## config.mk

```make
export PLATFORM = sky130hd
export DESIGN_NAME = pipelined_adder_tree
export DESIGN_NICKNAME = d
export VERILOG_FILES = /design/src/rtl/pipelined_adder_tree.sv
export SDC_FILE = /design/constraint.sdc
export NUM_CORES = 1
export LEC_CHECK = 0
export ABC_AREA = 1
export BUFFER_PORTS_ARGS = -buffer_cell sky130_fd_sc_hd__clkbuf_2
export CORE_MARGIN = 3
export CORE_UTILIZATION = 50
export CTS_CLUSTER_DIAMETER = 40
export DETAILED_ROUTE_END_ITERATION = 8
export PLACE_DENSITY = 0.69
export RECOVER_POWER = 25
export SLEW_MARGIN = 20
export SYNTH_ARGS = -nofsm -noshare
export SYNTH_HDL_FRONTEND = slang
export SYNTH_SLANG_ARGS = --single-unit
```

## constraint.sdc

```tcl
create_clock -name clk -period 5 [get_ports clk]
set_clock_uncertainty 0.2 [all_clocks]
set_input_delay 0.25 -clock clk [delete_from_list [all_inputs] [get_ports clk]]
set_output_delay 0.25 -clock clk [all_outputs]
set_load 0.05 [all_outputs]
```

## src/rtl/pipelined_adder_tree.sv

```systemverilog
// Pipelined signed adder tree with a frame accumulator and an output stage.
// Each beat of LENGTH elements is reduced by a registered binary tree. Tree
// results are accumulated until a beat tagged "last" closes the frame. The
// frame sum is then clamped or wrapped to Q_SIZE bits and presented with a
// valid/ready handshake. A single global enable freezes the entire pipeline
// while a finished result waits for the consumer.
module pipelined_adder_tree #(
    parameter int Q_SIZE   = 16,
    parameter int LENGTH   = 8,
    parameter int SATURATE = 1,
    parameter int ACC_EXT  = 8
) (
    input  logic                           clk,
    input  logic                           rst,
    input  logic                           in_valid,
    output logic                           in_ready,
    input  logic                           in_last,
    input  logic [LENGTH-1:0][Q_SIZE-1:0]  x,
    output logic                           out_valid,
    input  logic                           out_ready,
    output logic [Q_SIZE-1:0]              y,
    output logic                           out_ovf
);

    localparam int LEVELS = $clog2(LENGTH);
    localparam int ACC_W  = Q_SIZE + LEVELS + ACC_EXT;
    localparam int PADDED = 1 << LEVELS;

    typedef enum logic {
        IDLE,
        ACCUM
    } acc_state_t;

    // The pipeline moves only when the output register is empty or is being
    // drained this cycle. The same enable is offered upstream as in_ready.
    logic en;
    logic accept;

    assign en       = !(out_valid && !out_ready);
    assign in_ready = en;
    assign accept   = in_valid && en;

    // Level 0 is the padded leaf row, driven straight from the input port.
    // Each later level is registered and holds half as many nodes as the
    // level before it. Each node is one bit wider than its children, so the
    // sums can never overflow inside the tree.
    genvar l, n;
    generate
        for (l = 0; l <= LEVELS; l++) begin : lvl
            localparam int NN = PADDED >> l;
            localparam int W  = Q_SIZE + l;

            logic signed [W-1:0] data [NN];
            logic                vld;
            logic                lst;

            if (l == 0) begin : g_leaf
                for (n = 0; n < NN; n++) begin : g_pad
                    if (n < LENGTH) begin : g_real
                        assign data[n] = x[n];
                    end else begin : g_zero
                        assign data[n] = '0;
                    end
                end
                assign vld = accept;
                assign lst = accept && in_last;
            end else begin : g_node
                // One registered reduction step. A bubble propagates when
                // no beat was accepted, because vld follows the level below.
                always_ff @(posedge clk or posedge rst) begin
                    if (rst) begin
                        vld <= 1'b0;
                        lst <= 1'b0;
                        for (int i = 0; i < NN; i++) begin
                            data[i] <= '0;
                        end
                    end else if (en) begin
                        vld <= lvl[l-1].vld;
                        lst <= lvl[l-1].lst;
                        for (int i = 0; i < NN; i++) begin
                            data[i] <= W'(lvl[l-1].data[2*i]) + W'(lvl[l-1].data[2*i+1]);
                        end
                    end
                end
            end
        end
    endgenerate

    logic signed [ACC_W-1:0]     tree_ext;
    logic                        tree_vld;
    logic                        tree_lst;

    assign tree_ext = ACC_W'(lvl[LEVELS].data[0]);
    assign tree_vld = lvl[LEVELS].vld;
    assign tree_lst = lvl[LEVELS].lst;

    acc_state_t                  state;
    acc_state_t                  state_next;
    logic signed [ACC_W-1:0]     acc;
    logic signed [ACC_W-1:0]     acc_next;
    logic signed [ACC_W-1:0]     sum;
    logic [LEVELS+ACC_EXT:0]     top_bits;
    logic                        sum_ovf;
    logic [Q_SIZE-1:0]           y_next;
    logic                        load_out;

    // Accumulator state register. Reset discards any partial frame.
    always_ff @(posedge clk or posedge rst) begin
        if (rst) begin
            state <= IDLE;
            acc   <= '0;
        end else if (en) begin
            state <= state_next;
            acc   <= acc_next;
        end
    end

    // Frame sum, range check, output formatting and next accumulator state.
    // The value fits in Q_SIZE signed bits only when every bit from the
    // Q_SIZE sign position upward is identical.
    always_comb begin
        state_next = state;
        acc_next   = acc;
        load_out   = 1'b0;

        sum      = ((state == ACCUM) ? acc : '0) + tree_ext;
        top_bits = sum[ACC_W-1:Q_SIZE-1];
        sum_ovf  = !((&top_bits) || !(|top_bits));

        y_next = sum[Q_SIZE-1:0];
        if ((SATURATE != 0) && sum_ovf) begin
            if (sum[ACC_W-1]) begin
                y_next = {1'b1, {(Q_SIZE-1){1'b0}}};
            end else begin
                y_next = {1'b0, {(Q_SIZE-1){1'b1}}};
            end
        end

        if (tree_vld) begin
            if (tree_lst) begin
                acc_next   = '0;
                state_next = IDLE;
                load_out   = 1'b1;
            end else begin
                acc_next   = sum;
                state_next = ACCUM;
            end
        end
    end

    // Output register. When en is high and out_valid is set, the consumer is
    // taking the result, so out_valid drops unless a new result arrives in
    // the same cycle. While stalled, y and out_ovf stay unchanged.
    always_ff @(posedge clk or posedge rst) begin
        if (rst) begin
            out_valid <= 1'b0;
            y         <= '0;
            out_ovf   <= 1'b0;
        end else if (en) begin
            if (load_out) begin
                out_valid <= 1'b1;
                y         <= y_next;
                out_ovf   <= sum_ovf;
            end else begin
                out_valid <= 1'b0;
            end
        end
    end

endmodule

```

Word level (Yosys, flattened, before mapping)
Cells that the tools add are included.

storage, ports and cells
  bits in registers = 175
  input bits = 133
  output and inout bits = 19
  logic and storage cells = 47

operators by class
  $add $sub $neg = 8
  multiplexer cells = 8
  bitwise logic cells = 1
  reduce and logical (&&, ||, !) cells = 12

operators with widths
  kind                 number
  $add A16 B16 Y17     4
  $mux W27             2
  $add A17 B17 Y18     2
  $mux W16             2
  $add A27 B27 Y27     1
  $add A18 B18 Y19     1
  $reduce_and A12 Y1   1
  $reduce_or A12 Y1    1
  $logic_not A1 Y1     4
  $mux W1              4
  $reduce_and A2 Y1    2
  $logic_and A1 B1 Y1  3
  $logic_or A1 B1 Y1   1
  $not A1 Y1           1

Logic depth before layout (Yosys ltp)
Gate-level depths: netlist of run 1.

  word-level depth = 6
  depth in mapped cells = 23
  gate-level depth less buffers = 20

Least setup slack after synthesis of run 1
OpenSTA, ideal clock, no wires.

  kind = reg-to-reg
  from = register state
  to = register y[0]
  setup time = 121 ps
  data arrival time = 2720 ps
  required time = 4679 ps
  setup slack = 1959 ps
  stages on the path, launching flop included = 22
  period minus slack after synthesis = 3041 ps
  cell sequence = dfrtp_1 > clkbuf_1 > clkbuf_1 > nand2_1 > inv_1 > ha_1 > fa_1 > nand2_1 > nand3_1 > nand3_1 > nand3_2 > nand2_1 > nand3b_1 > nand2_1 > nand2_1 > nor2_1 > nand3_2 > nand2_1 > nand2_1 > clkinv_2 > buf_8 > a21oi_2

on the way
  longest elaborated chain between the ends = 6
  elaborated cells between the ends (all ways) = 8

ends and longest elaborated chain
  element                   line  RTL
  start: declaration        97    acc_state_t state;
  start signal: assignment  113   state <= state_next;
  $mux W27 *                126   sum = ((state == ACCUM) ? acc : '0) + tree_ext;
  $add A27 B27 Y27 *        126
  $reduce_or A12 Y1         128   sum_ovf = !((&top_bits) || !(|top_bits));
  $logic_not A1 Y1          128
  $logic_or A1 B1 Y1        128
  $mux W16 *                131   if ((SATURATE != 0) && sum_ovf) begin
  end signal: assignment    162   y <= y_next;
  end: declaration          21    output logic [Q_SIZE-1:0] y,

Every way passes the cells marked *; elsewhere a longest branch is shown, timed or not.
A chain may end at the register's enable or synchronous reset.

Worst setup path after layout of run 1
  from = register state
  to = register y[12]

The elaborated chain is that of the path after synthesis.

==> run summary, run 1 <==
outcome: complete, but fails checks
failing checks: max-capacitance violations, max-slew violations
1st-pass router iterations: 5
fill cell count: 2704
Worst Hold Slack: 0.00608 ns
Max Cap Viol: 2
Final period util: 0.718
Worst-Skew Late Latency: 0.43 ns
post-cts resize count: 0
Post-Syn Area: 0.0138 mm^2
dominant cells by area after synthesis: dfrtp_1 32%, nand2_1 16%, ha_1 13%
Leak Pwr: 0.00835 uW
port bufs: 151
final wirelength: 33200 um
non-filler cells, final: 2486
initial antenna violation count: 0
Max H-tree Level: 4
Fmax: 279 MHz
Cell Rows: 60
Critical Path Source Type: register
Inserted Diodes: 0
crit path to: y[12]
Root Buffer: clkbuf_16
register area share after synthesis: 0.316
CP Max Fanout: 28
Remaining Overflow, GRT: 0
clk sink count: 175
RR Startpoint: state
first-pass GRT wire length: 57100 um
Critical Path AT: 3.69 ns
vias per cell: 5.11
Reg-to-Reg End: y[12]
pwr dens: 668 mW/mm^2
minimum clock period: 3.59 ns
r2r setup slk: 1.41 ns
Cells after Synth: 1952
count of final setup violators: 0
Initial DRC Count: 746
top-area cell type share of the netlist area: 0.316
Post-Syn Nets: 2235
Worst-path clk slew: 0.07 ns
HPWL Detailed: 26300 um
Setup crit end kind: register
RSZ-0062 raised after global routing: no
Die ar.: 0.0297 mm^2
VDD IR max: 0.378 mV
chip width: 172 um
Hold Crit Start: x[31]
Layout area overhead: 13.2%
DRC errors left: 0
# IOs: 152
#FFs+latches synth: 175
Num CTS Buffers: 17
Initial Util: 0.511
via count: 12700
worst r2r path cells: 19
Core Region: 0.0271 mm^2
most frequent cells in the layout: 588 x nand2_1, 251 x inv_1, 175 x dfrtp_1, 142 x nor2_1, 142 x ha_1
Setup TNS Final: 0 ns
DIE HEIGHT: 172 um
Routed Antenna Nets: 0
Total Nets Final: 2384
share of post-route cells with drive strength above 1: 0.115
Worst Hold Class: input port to register
critical path class: register to register
synth unique cells: 44
global placement routability congestion: 0.932
routed length per placed instance: 13.3 um
vias in the first global route: 12300
Slew Limit Fails: 178
setup bufs post-CTS: 0
final hold violation count: 0
Critical Path Start: state
critical path required time: 5.10 ns
most common cell after layout, fill and taps aside: nand2_1
CTS tree: yes
yosys synthesis warning count: 0
DP Cell Count: 2443
Total GRT Usage: 0.233
largest area contributor in the netlist: dfrtp_1
slew margin rel.: -0.252
Final Power: 10500 uW
mean post-synth cell area: 7.10 um^2
deepest clock path buffer count: 2
largest net degree at the start of global routing: 132
Worst Tran Pin Value: 1.87 ns
-- area by class of cell --
| class | instances | area [um^2] | area share |
|---|---|---|---|
| inverter | 256 | 965 | 0.0615 |
| clock buffer | 18 | 429 | 0.0274 |
| timing repair buffer | 169 | 896 | 0.0572 |
| tap | 372 | 465 | 0.0297 |
| sequential | 175 | 4380 | 0.279 |
| clock inverter | 14 | 199 | 0.0127 |
| multi-input combinational | 1482 | 8340 | 0.532 |
-- worst min path at each step --
stage / end / slack (ns) / cells after the start
3_5_place_dp: lvl[2].data[31] / 0.27 / 2
6_report: lvl[1].data[66] / 0.006 / 5
3_3_place_gp: lvl[2].data[31] / 0.27 / 2
5_1_grt: lvl[1].data[66] / 0.06 / 5
2_1_floorplan: lvl[1].vld / 0.17 / 2
4_1_cts: lvl[1].data[66] / 0.004 / 5
-- synthesized netlist by cell type, drive strengths merged --
library cell and number:
nand3b 8, or2 23, nand3 83, nand4 16
o31ai 8, a21oi 124, o21bai 2, xnor2 25
o21a 5, xor2 29, dfrtp 175, nand2 603
a21o 9, and2 3, nor3b 1, clkinv 2
ha 142, o21ai 149, nand2b 1, nor3 13
clkbuf 35, a31oi 34, fa 8, buf 4
nor2 155, a211oi 10, a22o 14, inv 254
o211ai 8, a21boi 9
-- repair_timing --
item	in CTS	in global routing
setup endpoints to repair	0	0
hold endpoints to repair	50	0
hold buffers	11	0
-- registers in the layout, indices dropped and copies added (netlist names) --
name / flops
acc: 27
lvl.lst: 3
out_ovf: 1
out_valid: 1
state: 1
y: 16
lvl.vld: 3
lvl.data: 123
-- per-layer routing --
layer | up-vias | global-route usage | wire length (um)
met2 | 198 | 0.399 | 15700
li1 | 6676 | - | -
met5 | - | 0 | 0
met4 | 0 | 0.0576 | 603
met1 | 5785 | 0.316 | 15900
met3 | 48 | 0.0254 | 886
-- kinds of logic (layout without fill, tap and decap cells) --
| family | after synthesis | after routing | share of synthesized area |
|---|---|---|---|
| buffers and inverters | 295 | 457 | 0.0820 |
| xor gates and xnor gates | 54 | 54 | 0.0341 |
| and+or+nand+nor | 906 | 906 | 0.275 |
| adders and majority gates | 150 | 150 | 0.140 |
| DFF | 175 | 175 | 0.316 |
| AOI/OAI and AO/OA | 372 | 372 | 0.153 |
-- worst max-delay path, stage by stage (launching register included) --
cell      delay (ns)
dfrtp_1         0.95
nand2_1         0.16
inv_1           0.10
ha_1            0.29
nand2_2         0.17
inv_1           0.06
nand2_1         0.06
nand2_1         0.09
inv_1           0.08
nand3_2         0.14
nand2_1         0.12
nand3b_1        0.07
nand2_1         0.13
nand2_1         0.08
nor2_1          0.15
nand3_2         0.14
nand2_1         0.08
nand2_1         0.06
clkinv_2        0.21
a21oi_1         0.11
-- per-stage QoR --
stage          area, um^2  utilization  setup slack, ns
2_1_floorplan       13900            -             1.96
3_3_place_gp        15000        0.553             1.45
3_5_place_dp        15000        0.553             1.48
4_1_cts             15700        0.580             1.45
5_1_grt             15700        0.578            0.767
6_report            15700        0.578             1.41
-- power breakdown --
part | internal (uW) | switching (uW) | leakage [uW]
Sequential | 2080 | 460 | 0.00206
Combinational | 2310 | 4180 | 0.00599
Clock | 809 | 632 | 0.000301
Total | 5200 | 5280 | 0.00835
Power figures use the tool's default switching activity.
==> run 2, diff against run 1 <==
--- a/config.mk
+++ b/config.mk
@@ -11,7 +11,7 @@
 export CORE_UTILIZATION = 50
 export CTS_CLUSTER_DIAMETER = 40
 export DETAILED_ROUTE_END_ITERATION = 8
-export PLACE_DENSITY = 0.69
+export PLACE_DENSITY = 0.67
 export RECOVER_POWER = 25
 export SLEW_MARGIN = 20
 export SYNTH_ARGS = -nofsm -noshare
==> constraint.sdc (replaced) <==
create_clock -name clk -period 3.35 [get_ports clk]
set_clock_uncertainty 0.2 [all_clocks]
set_input_delay 0.1675 -clock clk [delete_from_list [all_inputs] [get_ports clk]]
set_output_delay 0.1675 -clock clk [all_outputs]
set_load 0.05 [all_outputs]
==> run 2 against run 1 <==
Compared with the run above:
- the run still ends with max-capacitance violations, max-slew violations left
- first-iteration DRC count up 3.2%
- maximum frequency rose by 13%
- via count is 1.5% higher
- core utilization rose by 1.4 points
- hold slack improved by 0.0024 ns
- flip-flop and latch count unchanged
- cell count is 1.5% higher
- clock power increased by 42%
==> run summary, run 2 (synthesis gave the netlist of run 1 again) <==
Biggest register: lvl.data
Largest regs: lvl.data x123, acc x27, y x16
Cell Rows: 60
Leak Pwr: 0.00851 uW
most frequent cells in the layout: 586 x nand2_1, 251 x inv_1, 175 x dfrtp_1, 139 x nor2_1, 139 x o21ai_0
Die ar.: 0.0297 mm^2
VDD IR max: 0.543 mV
Final period util: 0.947
outcome: complete, but fails checks
Inserted Diodes: 0
slew margin rel.: -0.574
Setup crit end kind: register
Total GRT Usage: 0.241
Initial Util: 0.511
Area after DPL: 0.0150 mm^2
# IOs: 152
CTS tree: yes
initial antenna violation count: 0
first-pass GRT wire length: 58600 um
design area: 0.0161 mm^2
pre-CTS WS: 0.171 ns
RSZ-0062 raised after global routing: yes
Worst-Skew Late Latency: 0.44 ns
vias per cell: 5.11
Critical Path AT: 3.29 ns
most common cell after layout, fill and taps aside: nand2_1
Layout area overhead: 15.9%
HPWL Detailed: 26600 um
minimum clock period: 3.17 ns
Hold Path Depth: 4
Slew Limit Fails: 176
max reg flops: 123
global placement routability congestion: 0.950
DRC errors left: 0
final wirelength: 34700 um
Total Nets Final: 2421
critical path class: register to register
Worst-path clk slew: 0.07 ns
setup ws final: 0.178 ns
Initial DRC Count: 770
chip width: 172 um
critical-path cell list: buf_12 -> nand2_1 -> inv_1 -> ha_1 -> buf_4 -> nand2_1 -> nor2_4 -> nand2_1 -> nor2_1 -> nand2_1 -> nand3_1 -> nand2_1 -> nand2_1 -> nand2_1 -> nor2_2 -> nand3_2 -> nand2_1 -> nand2_2 -> inv_4 -> a21oi_2
Worst path depth: 20
Remaining Overflow, GRT: 0
Worst Tran Pin Value: 2.36 ns
cell class contributing the biggest share of worst-path delay: simple AND/OR/NAND/NOR gates
Worst Hold Class: input port to register
Root Buffer: clkbuf_16
Max H-tree Level: 4
Critical Path Source Type: register
Fmax: 315 MHz
critical path required time: 3.47 ns
via count: 12900
Num CTS Buffers: 17
Max Cap Viol: 1
CP Buf/Inv Count: 4
pwr dens: 986 mW/mm^2
1st-pass router iterations: 5
largest net degree at the start of global routing: 176
clk sink count: 175
crit-path most repeated cell: nand2_1
final hold violation count: 0
deepest clock path buffer count: 2
CP peak stage delay: 0.40 ns
port bufs: 151
count of final setup violators: 0
Routed Antenna Nets: 0
routed length per placed instance: 13.7 um
failing checks: max-capacitance violations, max-slew violations
CP Max Fanout: 28
post-layout util: 0.592
vias in the first global route: 12500
slowest CP cell: dfrtp_1
Core Region: 0.0271 mm^2
share of post-route cells with drive strength above 1: 0.126
worst r2r path cells: 20
DIE HEIGHT: 172 um
[run 2: worst paths after layout]
check                                     start               to  slack, ns
worst max-delay path                      state             y[3]       0.18
worst min-delay path                      x[33]  lvl[1].data[35]      0.009
worst max register to register            state             y[3]       0.18
worst min register to register  lvl[2].data[31]  lvl[2].data[31]       0.29
max in group asynchronous                   rst  lvl[3].data[16]       0.50
min in group asynchronous                   rst   lvl[1].data[1]       0.91
[run 2: cell type report]
| type | count | area, um^2 |
|---|---|---|
| multi-input cells | 1483 | 8410 |
| flip-flops and latches | 175 | 4380 |
| well taps | 372 | 465 |
| clock buffers | 17 | 425 |
| repair buffers | 204 | 1240 |
| inverters | 256 | 971 |
| fillers | 2667 | 11000 |
| clock inverters | 15 | 165 |
| repair inverters | 1 | 6.26 |
[run 2: layer usage]
metal	routed length, um	GRT usage
met2	16300	0.408
met5	0	0
met1	16400	0.324
met4	786	0.0750
met3	1180	0.0270
[run 2: worst register-to-register path: stages (launching register included)]
cell	delay, ns
dfrtp_1	0.40
buf_12	0.17
nand2_1	0.12
inv_1	0.05
ha_1	0.29
buf_4	0.14
nand2_1	0.16
nor2_4	0.16
nand2_1	0.08
nor2_1	0.10
nand2_1	0.11
nand3_1	0.11
nand2_1	0.05
nand2_1	0.10
nand2_1	0.09
nor2_2	0.12
nand3_2	0.16
nand2_1	0.12
nand2_2	0.11
inv_4	0.16
a21oi_2	0.07
[run 2: power by group]
part | leakage, uW | switching (uW) | total [uW] | internal, uW
clock | 0.000295 | 980 | 2050 | 1070
sequential | 0.00206 | 680 | 3780 | 3100
combinational | 0.00615 | 6380 | 9990 | 3610
[run 2: what timing repair did]
action                                 in CTS  in global routing
hold buffers                               37                  0
endpoints found under the hold margin     204                  0
setup endpoints to repair                   0                 15
setup buffers                               0                  1
resized for setup                           0                 22
[run 2: metrics by stage]
stage	setup TNS, ns	instances	hold WS [ns]	power (uW)
after global routing	-0.170	2523	0.0423	17500
after floorplan	0	1952	0.0885	11100
after CTS	0	2520	0.00163	15800
after global placement	0	2451	0.204	13400
after detailed placement	0	2451	0.219	13600
final	0	2523	0.00853	15800
